==> src/rtl/griffin_sched.sv <==
// griffin_sched: round-robin scheduler sharing one serial Griffin permutation core among NUM_REQ requesters
//
// Ports:
//   clk, reset        clock and synchronous active-high reset
//   req_valid/data    per-requester input words (req_data packed, requester i at [i*N_BITS +: N_BITS])
//   req_ready         one-hot word accept for the granted requester while loading
//   rsp_*             tagged result words, held stable until rsp_ready
//   busy              high whenever the scheduler is not idle
//   core_*            serial core strobes and data (core_out valid the cycle after core_rd)
//
// Build option: define GRIFFIN_SCHED_FIXED_PRIO_EN for fixed priority (lowest index wins)
// instead of round-robin arbitration.
module griffin_sched #(
   parameter int N_BITS     = 254,
   parameter int STATE_SIZE = 3,
   parameter int NUM_REQ    = 4,
   parameter int ID_W       = $clog2(NUM_REQ)
) (
   input  logic                        clk,
   input  logic                        reset,
   input  logic [NUM_REQ-1:0]          req_valid,
   input  logic [NUM_REQ*N_BITS-1:0]   req_data,
   output logic [NUM_REQ-1:0]          req_ready,
   output logic                        rsp_valid,
   input  logic                        rsp_ready,
   output logic [N_BITS-1:0]           rsp_data,
   output logic [ID_W-1:0]             rsp_id,
   output logic                        rsp_last,
   output logic                        busy,
   output logic                        core_reset,
   output logic                        core_wr,
   output logic                        core_rd,
   output logic                        core_enable,
   output logic [N_BITS-1:0]           core_in,
   input  logic [N_BITS-1:0]           core_out,
   input  logic                        core_done
);
   localparam int CW = $clog2(STATE_SIZE) + 1;
   localparam logic [CW-1:0] LAST = CW'(STATE_SIZE - 1);

   typedef enum logic [2:0] {IDLE, CLEAR, LOAD, RUN, FETCH, SEND} state_t;

   state_t          state;
   logic [ID_W-1:0] gnt_id;
   logic [ID_W-1:0] pick;
   logic [CW-1:0]   wcnt;
   logic [CW-1:0]   rcnt;

`ifdef GRIFFIN_SCHED_FIXED_PRIO_EN
   always_comb begin
      pick = '0;
      for (int i = NUM_REQ - 1; i >= 0; i--)
         if (req_valid[i]) pick = ID_W'(i);
   end
`else
   logic [ID_W-1:0] last_gnt;
   logic [ID_W-1:0] cand;
   // Scan downward so the candidate nearest last_gnt+1 is the final assignment.
   always_comb begin
      pick = '0;
      cand = '0;
      for (int i = NUM_REQ; i >= 1; i--) begin
         cand = ID_W'((int'(last_gnt) + i) % NUM_REQ);
         if (req_valid[cand]) pick = cand;
      end
   end
`endif

   always_ff @(posedge clk) begin
      if (reset) begin
         state  <= IDLE;
         gnt_id <= '0;
         wcnt   <= '0;
         rcnt   <= '0;
`ifndef GRIFFIN_SCHED_FIXED_PRIO_EN
         last_gnt <= ID_W'(NUM_REQ - 1);
`endif
      end else begin
         case (state)
            IDLE:
               if (|req_valid) begin
                  gnt_id <= pick;
                  state  <= CLEAR;
               end
            CLEAR: begin
               wcnt  <= '0;
               state <= LOAD;
            end
            LOAD:
               if (req_valid[gnt_id]) begin
                  wcnt <= wcnt + 1'b1;
                  if (wcnt == LAST) state <= RUN;
               end
            RUN:
               if (core_done) begin
                  rcnt  <= '0;
                  state <= FETCH;
               end
            FETCH: state <= SEND;
            SEND:
               if (rsp_ready) begin
                  if (rcnt == LAST) begin
`ifndef GRIFFIN_SCHED_FIXED_PRIO_EN
                     last_gnt <= gnt_id;
`endif
                     state <= IDLE;
                  end else begin
                     rcnt  <= rcnt + 1'b1;
                     state <= FETCH;
                  end
               end
            default: state <= IDLE;
         endcase
      end
   end

   assign busy        = state != IDLE;
   assign core_reset  = reset || state == CLEAR;
   assign req_ready   = state == LOAD ? NUM_REQ'(1) << gnt_id : '0;
   assign core_wr     = state == LOAD && req_valid[gnt_id];
   assign core_in     = req_data[int'(gnt_id)*N_BITS +: N_BITS];
   // Enable drops in the same cycle done is seen so the core stops immediately.
   assign core_enable = state == RUN && !core_done;
   assign core_rd     = state == FETCH;
   assign rsp_valid   = state == SEND;
   assign rsp_data    = state == SEND ? core_out : '0;
   assign rsp_id      = state == SEND ? gnt_id : '0;
   assign rsp_last    = state == SEND && rcnt == LAST;
endmodule

==> config.mk <==
export PLATFORM = sky130hd
export DESIGN_NAME = griffin_sched
export DESIGN_NICKNAME = d
export VERILOG_FILES = /design/src/rtl/griffin_sched.sv
export SDC_FILE = /design/constraint.sdc
export NUM_CORES = 1
export LEC_CHECK = 0
export CAP_MARGIN = 20
export CORE_AREA = 4 4 689 691
export CTS_BUF_LIST = sky130_fd_sc_hd__clkbuf_4
export DETAILED_ROUTE_END_ITERATION = 7
export DIE_AREA = 0 0 693 695
export SYNTH_ARGS = -nofsm -noshare
export SYNTH_HDL_FRONTEND = slang
export SYNTH_SLANG_ARGS = --single-unit
==> constraint.sdc <==
create_clock -name clk -period 3.7 [get_ports clk]
set_clock_uncertainty 0.1 [all_clocks]
set_input_delay 0.925 -clock clk [delete_from_list [all_inputs] [get_ports clk]]
set_output_delay 0.925 -clock clk [all_outputs]
set_load 0.02 [all_outputs]
Word level (Yosys, flattened, before mapping) --
Cells that the tools add are included.
Storage, ports and cells: register bits after elaboration 13, output and inout bits 521
Cells by class: mux-type cells 30, shift operators 2, order comparisons 5, multiply operators 1, $add $sub $neg 6, reductions and logical operators 15, eq/ne operators 13
Operators with widths (number):
- $shiftx 1016x11->254 | 1
- $mux 254 | 1
- $mux 3 | 10
- $pmux 3 s6 | 1
- $lt 2x3->1 const B | 5
- $eq 3x2->1 const B | 4
- $pmux 3 s2 | 2
- $bmux 1 s2 | 5
- $mux 2 | 5
- $ne 2x2->1 const B | 5
- $mul 2x7->9 const B | 1
- $add 3x1->3 const B | 2
- $eq 3x3->1 const B | 2
- $mux 1 | 5
- $reduce_and 5->1 | 1
- $add 2x1->2 const B | 2
- $add 2x2->2 const B | 2
- $mux 4 | 1
- $reduce_and 2->1 | 2
- $reduce_and 4->1 | 1
- $reduce_bool 2->1 | 2
- $reduce_or 4->1 | 1
- $shl 1x2->4 const A | 1
- $eq 3x1->1 const B | 1
- 7 further kinds | 9

Logic depth before layout (Yosys ltp) --
word-level depth 7, mapped depth 7, mapped depth without buffers 6

Worst setup path before layout --
Ideal clock, no wire load.
path type input to output, from input port req_valid[3], to output port core_wr, data required time 2675 ps, stages 2, path slack 1032 ps, data arrival time 1643 ps, buffers on the path 0, cell sequence mux4_2 -> and2_1
On the way: cells in the longest elaborated chain, start to end 3
Ends and longest elaborated chain:
- start, declared | line 21 | input logic [NUM_REQ-1:0] req_valid,
- $bmux 1 s2 | line 120 | assign core_wr = state == LOAD && req_valid[gnt_id];
- $mux 1 (implied by the code) | line 120
- $logic_and 1x1->1 | line 120
- end, declared | line 31 | output logic core_wr,
No other way between the ends. The select of a mux whose other input is x is not followed.

Worst setup path in the final report --
from input port req_data[925], to output port core_in[163]
On the way: cells in the longest elaborated chain, start to end 1
Ends and longest elaborated chain:
- start, declared | line 22 | input logic [NUM_REQ*N_BITS-1:0] req_data,
- $shiftx 1016x11->254 | line 121 | assign core_in = req_data[int'(gnt_id)*N_BITS +: N_BITS];
- end, declared | line 34 | output logic [N_BITS-1:0] core_in,
No other way between the ends.

==> summary.md <==
| Metric | Value |
|---|---|
| Iter 0 DRT Violations | `1516` |
| Finish-stage setup viols | `0` |
| Drt pass-1 iters | `5` |
| Met1 usage | `18.8%` |
| Net switching power | `0.00378 W` |
| Register area | `268 µm²` |
| Antenna violations before repair | `656` |
| Worst endpoint required time | `2.67 ns` |
| Total power | `0.00746 W` |
| Fin Hold WS | `0.411 ns` |
| Cell variety after synth | `44` |
| Startpoint Class | `input pin` |
| Status | `complete, no violations` |
| Relative slew slack | `51.5%` |
| FF-to-FF setup slack | `1.51 ns` |
| Share of post-route cells with drive strength above 1 | `30.4%` |
| Initial Utilization | `1.85%` |
| Most common cell after layout, fill and taps aside | `clkdlybuf4s50_1` |
| RSZ-0062 raised after global routing | `false` |
| Avg WL per Cell | `51.6 µm` |
| Total track usage | `18.2%` |
| Max H-tree Level | `1` |
| Final hold vios | `0` |
| Clock power frac | `1.7%` |
| Leakage power | `11.5 nW` |
| # DRC | `0` |
| Final Critical Period | `3.67 ns` |
| Peak VDD IR | `0.0000940 V` |
| Routed Antenna Nets | `0` |
| Sequential-to-total area share from yosys stat | `2.99%` |
| Max Cap Viol | `0` |
| Worst-path cell chain | `clkdlybuf4s50_1, mux4_2, clkdlybuf4s50_1` |
| GR Util met2 | `28.7%` |
| Avg Inst Size Synth | `12.3 µm²` |
| Syn Inst Count | `705` |
| Final period util | `99.2%` |
| Met3 Use GR | `15.4%` |
| Die W | `693 µm` |
| Pre-CTS WS | `-0.508 ns` |
| Worst slew pin tran | `0.728 ns` |
| Vias in the first global route | `17400` |
| Fmax | `272 MHz` |
| Die height | `695 µm` |
| CTS tree | `built` |
| GP Congestion | `0.923` |
| CP max-delay cell | `clkdlybuf4s50_1` |
| WL final | `456000 µm` |
| Mapped Area | `0.00869 mm²` |
| Max clock buf depth | `2` |
| Most used cell, CP | `clkdlybuf4s50_1` |
| Final WS setup | `0.0286 ns` |
| Die ar. | `0.482 mm²` |
| Crit path max fanout | `1` |
| Rows | `252` |
| Layout Nets | `3773` |
| Vias | `19200` |
| Crit-path max cell delay | `0.61 ns` |
| Internal Power | `0.00368 W` |
| Worst-Skew Late Latency | `0.32 ns` |
| I/O Buffers | `1798` |
| CTS buffer count | `3` |
| Total gr overflow | `0` |
| Sink Count | `13` |
| Io pins | `1799` |
| Pwr Density | `198 mW/mm²` |
| Synthesized Nets | `1987` |
| CP bufs+invs | `2` |
| Clk root buf | `clkbuf_4` |
| Comb pwr share | `96.2%` |
| First-pass GRT wire length | `496000 µm` |
| Syn. warnings | `0` |
| Synthesis-to-layout area growth | `333%` |
| Post-DP HPWL | `442000 µm` |
| Seq cells post-synth | `13` |
| Top Usage Layer GRT | `met2` |
| WS Path Type | `in -> out` |
| CP arrival | `2.65 ns` |
| # fillers | `54500` |
| Largest net degree at the start of global routing | `90` |
| Switching Fraction | `50.7%` |
| Commonest non-fill, non-tap cells in the layout | `clkdlybuf4s50_1 (1361), buf_12 (303), and2_1 (257), mux4_2 (255), buf_4 (189)` |
| Worst path top cell family by delay | `buffers and inverters` |
| Register share of total power | `2.2%` |
| Area occupied by multi-input gates | `0.00787 mm²` |
| CTS clk-pin slew, worst paths | `0.13 ns` |
| Crit. End Element | `primary output` |
| Hold Crit Class | `reg -> reg` |
| Core area | `0.469 mm²` |
| Max-slew violations | `0` |
| Via/cell ratio | `2.17` |
## tightest hold or removal path, stage by stage (launching register included)
cell and delay (ns):
dfxtp_1 0.35, o21ai_0 0.07, a21oi_1 0.06
## metrics by stage
step	cells	instance area [µm²]	util, %	TNS [ns]
after CTS	8713	37300	7.94	-0.173
final	8851	37600	8.02	0
after detailed placement	8706	37200	7.93	-2.61
after global placement	8706	37200	7.93	-2.86
after floorplan	705	8690	-	0
after global routing	8762	37400	7.97	0
## power groups by stage
stage	Combinational (W)	Sequential [W]	Clock, W
2_1_floorplan	0.00215	0.000156	0
3_3_place_gp	0.00733	0.000208	0
3_5_place_dp	0.00731	0.000207	0
4_1_cts	0.00741	0.000163	0.000139
5_1_grt	0.00751	0.000163	0.000140
6_report	0.00718	0.000161	0.000125
## registers in the layout, indices dropped and copies added, names as in the netlist
name / flops
last_gnt: 2
wcnt: 3
state: 3
gnt_id: 2
rcnt: 3
## path summary, 6_finish.rpt
path,cells past startpoint,end,startpoint
min reg2reg,2,rcnt[1],rcnt[1]
min,2,rcnt[1],rcnt[1]
max reg2reg,7,state[0],gnt_id[0]
max,3,core_in[163],req_data[925]
## routing by layer
layer,vias up,routed length [µm]
met4,294,11400
met2,2316,199000
li1,6618,-
met5,-,1960
met1,8915,162000
met3,1102,82100
## kinds of logic (layout without fill, tap and decap cells)
logic type	after synthesis	count (layout)	share of synthesized area, %
buffers and inverters	99	1884	6.45
and+or+nand+nor	299	299	21.1
other	0	138	0
muxes	260	260	66.6
adders and majority gates	4	4	0.576
AOI/OAI and AO/OA	29	29	2.19
xor gates and xnor gates	1	1	0.101
DFF	13	13	2.99
## cell usage after synthesis (all sizes together)
cell type  instances  area, µm²
a211oi             1       7.51
a21oi              7       35.0
a221oi             1       8.76
a311oi             1       8.76
a31oi              2       12.5
a32o               1       10.0
a32oi              1       8.76
and2             257       1610
and2b              1       10.0
and3               1       6.26
and3b              1       8.76
buf               60        385
clkbuf            30        141
dfxtp             13        260
ha                 4       50.1
inv                9       33.8
mux2               1       11.3
mux2i              4       40.0
mux4             255       5740
nand2             11       41.3
nand2b             3       18.8
nand3              5       25.0
nand4b             2       17.5
nor2               7       26.3
nor2b              2       12.5
nor3               3       15.0
nor3b              1       7.51
nor4               2       12.5
o21a               1       7.51
o21ai              5       25.0
o21bai             1       7.51
o221ai             1       8.76
o22ai              4       25.0
o31a               1       8.76
o31ai              1       7.51
o32ai              1       8.76
or3                1       6.26
or4                2       15.0
xor2               1       8.76
## timing repair
action,in CTS,in global routing
cloned,0,0
hold buffers,0,0
setup buffers,3,0
gates resized for setup,20,2
hold endpoints to repair,0,0
pin swaps,0,0
endpoints found under the setup margin,159,1
## area by class of cell
type	instances	area share [%]
Timing Repair Buffer	1871	56.5
Multi-Input combinational cell	593	20.9
Tap cell	6223	20.7
Antenna cell	138	0.918
Sequential cell	13	0.712
Inverter	9	0.110
Clock buffer	4	0.0798
No activity file was read; power rests on OpenSTA's default activity.
